### src/rtl/sync_fifo_flags.sv
// Synchronous FIFO with count, full/empty, almost flags and sticky errors.
// Ports: clk, rst_n, flush, wr_en, din, rd_en, err_clr -> dout, full, empty,
//   almost_full, almost_empty, count, overflow, underflow.
//   Define SYNC_FIFO_FWFT_EN for first-word-fall-through reads.
module sync_fifo_flags #(
  parameter int WIDTH    = 8,
  parameter int DEPTH    = 16,
  parameter int AF_LEVEL = DEPTH - 2,
  parameter int AE_LEVEL = 2,
  localparam int CW      = $clog2(DEPTH + 1)
) (
  input  logic             clk,
  input  logic             rst_n,
  input  logic             flush,
  input  logic             wr_en,
  input  logic [WIDTH-1:0] din,
  input  logic             rd_en,
  input  logic             err_clr,
  output logic [WIDTH-1:0] dout,
  output logic             full,
  output logic             empty,
  output logic             almost_full,
  output logic             almost_empty,
  output logic [CW-1:0]    count,
  output logic             overflow,
  output logic             underflow
);

  localparam int PW = (DEPTH > 1) ? $clog2(DEPTH) : 1;
  localparam logic [PW-1:0] LAST = PW'(DEPTH - 1);

  logic [WIDTH-1:0] mem [DEPTH];
  logic [PW-1:0]    wr_ptr;
  logic [PW-1:0]    rd_ptr;
  logic [CW-1:0]    cnt_nxt;
  logic             wr_do;
  logic             rd_do;

  assign full         = (count == CW'(DEPTH));
  assign empty        = (count == '0);
  assign almost_full  = (count >= CW'(AF_LEVEL));
  assign almost_empty = (count <= CW'(AE_LEVEL));

  // flush wins over both accesses
  assign wr_do = wr_en & ~full & ~flush;
  assign rd_do = rd_en & ~empty & ~flush;

  always_comb begin
    cnt_nxt = count;
    unique case (1'b1)
      flush:          cnt_nxt = '0;
      wr_do & ~rd_do: cnt_nxt = count + CW'(1);
      rd_do & ~wr_do: cnt_nxt = count - CW'(1);
      default:        cnt_nxt = count;
    endcase
  end

  always_ff @(posedge clk) begin
    if (wr_do) mem[wr_ptr] <= din;
  end

  always_ff @(posedge clk or negedge rst_n) begin
    if (!rst_n) begin
      wr_ptr    <= '0;
      rd_ptr    <= '0;
      count     <= '0;
      overflow  <= 1'b0;
      underflow <= 1'b0;
    end else begin
      count <= cnt_nxt;
      if (flush) begin
        wr_ptr <= '0;
        rd_ptr <= '0;
      end else begin
        if (wr_do)
          wr_ptr <= (wr_ptr == LAST) ? '0 : wr_ptr + PW'(1);
        if (rd_do)
          rd_ptr <= (rd_ptr == LAST) ? '0 : rd_ptr + PW'(1);
      end
      // a new error beats a simultaneous clear
      overflow  <= (wr_en & full) | (overflow & ~err_clr);
      underflow <= (rd_en & empty) | (underflow & ~err_clr);
    end
  end

`ifdef SYNC_FIFO_FWFT_EN
  assign dout = empty ? '0 : mem[rd_ptr];
`else
  logic [WIDTH-1:0] dout_q;

  always_ff @(posedge clk or negedge rst_n) begin
    if (!rst_n)
      dout_q <= '0;
    else if (rd_do)
      dout_q <= mem[rd_ptr];
  end

  assign dout = dout_q;
`endif

endmodule

### config.mk
export PLATFORM = sky130hd
export DESIGN_NAME = sync_fifo_flags
export DESIGN_NICKNAME = d
export VERILOG_FILES = /design/src/rtl/sync_fifo_flags.sv
export SDC_FILE = /design/constraint.sdc
export NUM_CORES = 1
export LEC_CHECK = 0
export CAP_MARGIN = 20
export CELL_PAD_IN_SITES_DETAIL_PLACEMENT = 0
export CELL_PAD_IN_SITES_GLOBAL_PLACEMENT = 2
export CORE_AREA = 2 2 122 124
export CTS_BUF_LIST = sky130_fd_sc_hd__clkbuf_4
export CTS_CLUSTER_DIAMETER = 100
export DETAILED_ROUTE_END_ITERATION = 10
export DIE_AREA = 0 0 124 126
export MAX_ROUTING_LAYER = met4
export PLACE_DENSITY_LB_ADDON = 0.1
export SETUP_SLACK_MARGIN = 0.3
export SLEW_MARGIN = 5
export SYNTH_ARGS = -nofsm -noshare
export SYNTH_HDL_FRONTEND = slang
export SYNTH_SLANG_ARGS = --single-unit
### constraint.sdc
create_clock -name clk -period 6.11 [get_ports clk]
set_input_delay 1.222 -clock clk [delete_from_list [all_inputs] [get_ports clk]]
set_output_delay 1.222 -clock clk [all_outputs]
set_load 0.02 [all_outputs]
==> After elaboration in Yosys (flattened, before gate mapping) <==
Memories as Yosys holds them, arrays and structs flattened. A register that Yosys moved wholly into a read port is not among the register bits.
Cells that the tools add are included.
{ "op_classes": {"eq_ne": 3, "n_lt_le_gt_ge": 2, "reduce_logical": 5, "muxes": 9, "addsub": 4, "bitwise": 18} }
{ "ops": {"columns": ["cell", "count"], "rows": [
  ["2-to-1 mux 4 bit", 6],
  ["one-hot mux 5 bit (3 select lines)", 1],
  ["AND 1 bit", 10],
  ["adder 4 x 1 -> 4 bit (second input constant)", 2],
  ["equality test 4 bit (second input constant)", 2],
  ["inverter 1 bit", 6],
  ["adder 5 x 1 -> 5 bit (second input constant)", 1],
  ["equality test 5 bit (second input constant)", 1],
  ["greater-or-equal comparator 5 x 4 -> 1 bit (second input constant)", 1],
  ["<= comparator 5 x 2 -> 1 bit (second input constant)", 1],
  ["logical NOT 5 bit", 1],
  ["subtractor 5 x 1 -> 5 bit (second input constant)", 1],
  ["nonzero test 2 bit", 2],
  ["nonzero test 3 bit", 1],
  ["2-to-1 mux 1 bit", 2],
  ["OR 1 bit", 2],
  ["logical NOT 1 bit", 1]
]} }
{ "totals": {"inputBits": 14, "out_inout_bits": 19, "elab_cells": 47, "memories": 1, "reg_bits": 15, "ram_bits": 128} }
{ "memory_table": {"columns": ["name", "depth", "width", "read_ports", "rd_clocked_by_memory_dff", "write_ports", "line", "rtl"], "rows": [
  ["mem", 16, 8, 1, 1, 1, "32", "logic [WIDTH-1:0] mem [DEPTH];"]
]} }

==> Depth between registers and ports, before layout <==
{ "logic_depth": {"word_depth": 7, "depth_mapped": 14, "ltp_nobuf": 10} }

==> Worst setup path after synthesis <==
Ideal clock, no wire load.
{ "synth_timing": {"path_type": "input -> register", "from": "input port flush", "to": "register count[4]", "arrival_ns": 3.161, "slack_ns": 2.815, "setup_ns": 0.134, "n_path_buf": 2, "required_time_ns": 5.976, "cell_stages": 11, "cell_sequence": "clkbuf_1 > a211oi_1 > inv_1 > ha_1 > clkbuf_1 > xor2_1 > ha_1 > a21oi_1 > a2bb2oi_1 > o21a_1 > o211ai_1"} }
{ "synth_between": {"elab_chain_cells": 5, "word_cells_on_any_way": 9, "classes_between": "mux: 1; bitwise: 7; reduce/logical: 1"} }
{ "synth_rtl": {"columns": ["element", "line", "rtl"], "rows": [
  ["from (decl)", "14", "input logic flush,"],
  ["inverter 1 bit", "45, 46", null],
  ["AND 1 bit, on equally long branches", "45, 46", null],
  ["inverter 1 bit, on equally long branches", "53, 52", null],
  ["AND 1 bit, on equally long branches", "53, 52", null],
  ["one-hot mux 5 bit (3 select lines) / nonzero test 3 bit (equally long branches)", null, null],
  ["to (signal assigned)", "70", "count <= cnt_nxt;"],
  ["to (decl)", "24", "output logic [CW-1:0] count,"]
]} }
Parallel ways exist; a longest one is shown, timed or not.
A chain may end at the register's enable or synchronous reset.

==> Worst setup path after layout <==
{ "layout_timing": {"from": "register count[1]", "to": "output port empty"} }
{ "layout_between": {"elab_chain_cells": 1} }
{ "layout_rtl": {"columns": ["element", "line", "rtl"], "rows": [
  ["logical NOT 5 bit", "40", "assign empty = (count == '0);"],
  ["to (decl)", "21", "output logic empty,"]
]} }
No other way between the ends.

==> reports/qor.yml <==
sta:
  relSlewSlack_pct: 38.04
  drv_slew: 0
  grt_setup_unrepaired: "false"
  worst_hold_slack_ns: 0.5306
  max_freq_ghz: 0.2667
  period_share_pct: 61.37
  finalCriticalPeriod_ns: 3.749
  tightest_slew_ns: 0.9259
  worst_slack_ns: 2.361
  skew_ns: 0.01780
  hold_viol_final: 0
  finalSetupTns_ns: 0
  setup_viol: 0
worst_setup_path:
  endpoint_kind: "output port"
  worstSetupPathType: "reg2out"
  start_kind: "register"
  cp_max_fo: 12
  worst_path_max_delay_cell: "or4_4"
  cp_data_arrival_time_ns: 2.53
  rrSetupSlack_ns: 2.84
  r2r_cells: 10
  critPathMaxStageDelay_ns: 0.67
  cp.required_ns: 4.89
  worstPathCellList: "or4_4 -> nor2_1 -> clkdlybuf4s50_1"
run_status:
  status: "finished, final reports clean"
clock_tree:
  clkTransAtPathRegs_ns: 0.12
  tritoncts: "built"
  cts_root_buf: "clkbuf_4"
  cts_buffer_depth: 2
  clock_latency_ns: 0.55
  cts_sinks: 151
  cts_buffers: 17
  postCtsResizedCells: 0
  cts_hold_buffers: 0
  h-tree-depth: 4
  post-cts-setup-buffers: 0
global_routing:
  grt_pass1_wl_mm: 19.58
  overflow: 0
  use_met1_pct: 26.59
  met3_usage_pct: 3.714
  grt_use_total_pct: 18.52
  antenna_found_initial: 0
  first_global_vias: 3211
  top_usage_layer: "met2"
  grt_max_degree: 36
  use_met2_pct: 26.63
synth:
  synth_ff_type: "edfxtp_1"
  synthesis.nets: 378
  synth_edf_count: 128
  synth_warnings: 0
  synth-seq-cells: 151
  syn-cell-area_um2: 6306
  ys_types: 47
  postSynthCellCount: 355
  synthArstFlopShare_pct: 15.23
  ys_seq_area_share_pct: 70.08
  avgSynthCellArea_um2: 17.76
power:
  p_sw_share_pct: 31.33
  intPower_mw: 1.789
  p_clk_share_pct: 24.6
  irDropWorstVdd_uv: 180.0
  comb_power_share_pct: 26.8
  leakage_nw: 2.333
  p_sw_mw: 0.8160
  seqPwrFrac_pct: 48.7
  p_per_area_nw_per_um2: 368.1
floorplanning:
  die_x_um: 124
  rows: 44
  dieArea_um2: 15620
  io_pins: 33
  die_h_um: 126
  core_um2: 14310
  start_util_pct: 44.06
place:
  io_buffers: 32
  gp_congestion: 0.7601
  postPlaceCellArea_um2: 6779
  place_hpwl_mm: 8.046
  dp.cells: 556
  post-place-ws_ns: 1.956
flow_run:
  max_cap_viol_count: 0
finish:
  drive_gt1_share_pct: 18.32
  layout_commonest_cell: "edfxtp_1"
  diodes: 0
  final_cell_area_um2: 7077
  final_cells: 588
  area_growth_pct: 12.22
  n_fill_cell: 1208
  layout_common_cells: "128 x edfxtp_1, 32 x mux4_2, 32 x clkdlybuf4s50_1, 22 x dfrtp_1, 20 x mux2i_1"
  final_nets: 414
routing:
  drc_errors: 0
  drtIter0Drc: 234
  viasPerCell: 5.393
  drt-total-wl_mm: 12.72
  num_vias: 3171
  ant_nets: 0
  dr.pass1.iters: 4
  routedWlPerCell_um: 21.63
min_path:
  min_path_cells: 2
  worstHoldPathType: "reg2reg"
==> cells in the mapped netlist (all sizes together) (2+ instances only) <==
cell	number	area [µm²]
a2111oi	2	17.52
a211oi	2	15.01
a21o	2	15.01
a21oi	6	30.03
and2	14	87.58
buf	14	90.08
clkbuf	5	18.77
dfrtp	23	575.6
edfxtp	128	3844
ha	9	112.6
inv	15	56.30
mux2i	20	200.2
mux4	32	720.7
nand2	17	63.81
nand3	2	10.01
nor2	12	45.04
nor2b	2	12.51
nor3	4	25.02
nor4	2	12.51
o211ai	3	27.52
o21ai	11	73.83
o221ai	8	70.07
or3	2	12.51
xnor2	3	26.28
xor2	2	17.52
==> state kept, by name, summed over array words and instances, names as in the netlist <==
name	count
underflow	1
count	5
dout	8
overflow	1
wr_ptr	4
mem	128
rd_ptr	4
==> cell type report <==
type | instances | area (µm²) | area share (%)
Clock inverter | 13 | 155.1 | 2.192
Timing Repair Buffer | 36 | 350.3 | 4.950
Clock buffer | 19 | 142.6 | 2.016
Tap cell | 184 | 230.2 | 3.253
Multi-Input combinational cell | 170 | 1722 | 24.33
Sequential cell | 151 | 4420 | 62.46
Inverter | 15 | 56.30 | 0.7956
==> power groups by stage <==
stage,clock network [mW],registers [mW],logic (mW)
floorplan,0,1.30,0.446
global placement,0,1.29,0.698
detailed placement,0,1.29,0.704
CTS,0.653,1.27,0.705
global route,0.705,1.28,0.756
finish,0.640,1.27,0.698
==> final timing paths <==
check                         start         to
min                         dout[7]    dout[7]
max reg2reg                count[1]   count[4]
max                        count[1]      empty
min in group asynchronous     rst_n  wr_ptr[0]
max in group asynchronous     rst_n    dout[1]
min reg2reg                 dout[7]    dout[7]
==> per-layer routing <==
layer | vias to the layer above | share of wire [%]
met5 | - | 0
met4 | 0 | 1.3
met3 | 12 | 4.2
met2 | 65 | 48
met1 | 1623 | 47
li1 | 1471 | -
==> per-stage QoR <==
stage,total power [mW],util (%)
finish,2.605,49.44
global route,2.742,49.44
CTS,2.628,49.44
detailed placement,1.997,47.36
global placement,1.991,47.36
floorplan,1.745,-
==> worst max-delay path, delay by kind of cell, from the launching register on <==
family,cells,cell delay (ns)
buf+inv,1,0.62
flops,1,0.53
simple gates,2,0.84
==> logic make-up (layout without fill, tap and decap cells) <==
| kind of cell | Yosys count | count (layout) | share of synthesized area [%] |
|---|---|---|---|
| buffers and inverters | 34 | 83 | 2.619 |
| multiplexers | 52 | 52 | 14.60 |
| XOR/XNOR | 5 | 5 | 0.6946 |
| AND/OR/NAND/NOR | 63 | 63 | 5.317 |
| AO/OA/AOI/OAI | 41 | 41 | 4.901 |
| flip-flops | 151 | 151 | 70.08 |
| adder cells (fa/ha/maj) | 9 | 9 | 1.786 |
(Power assumes the default switching activity.)
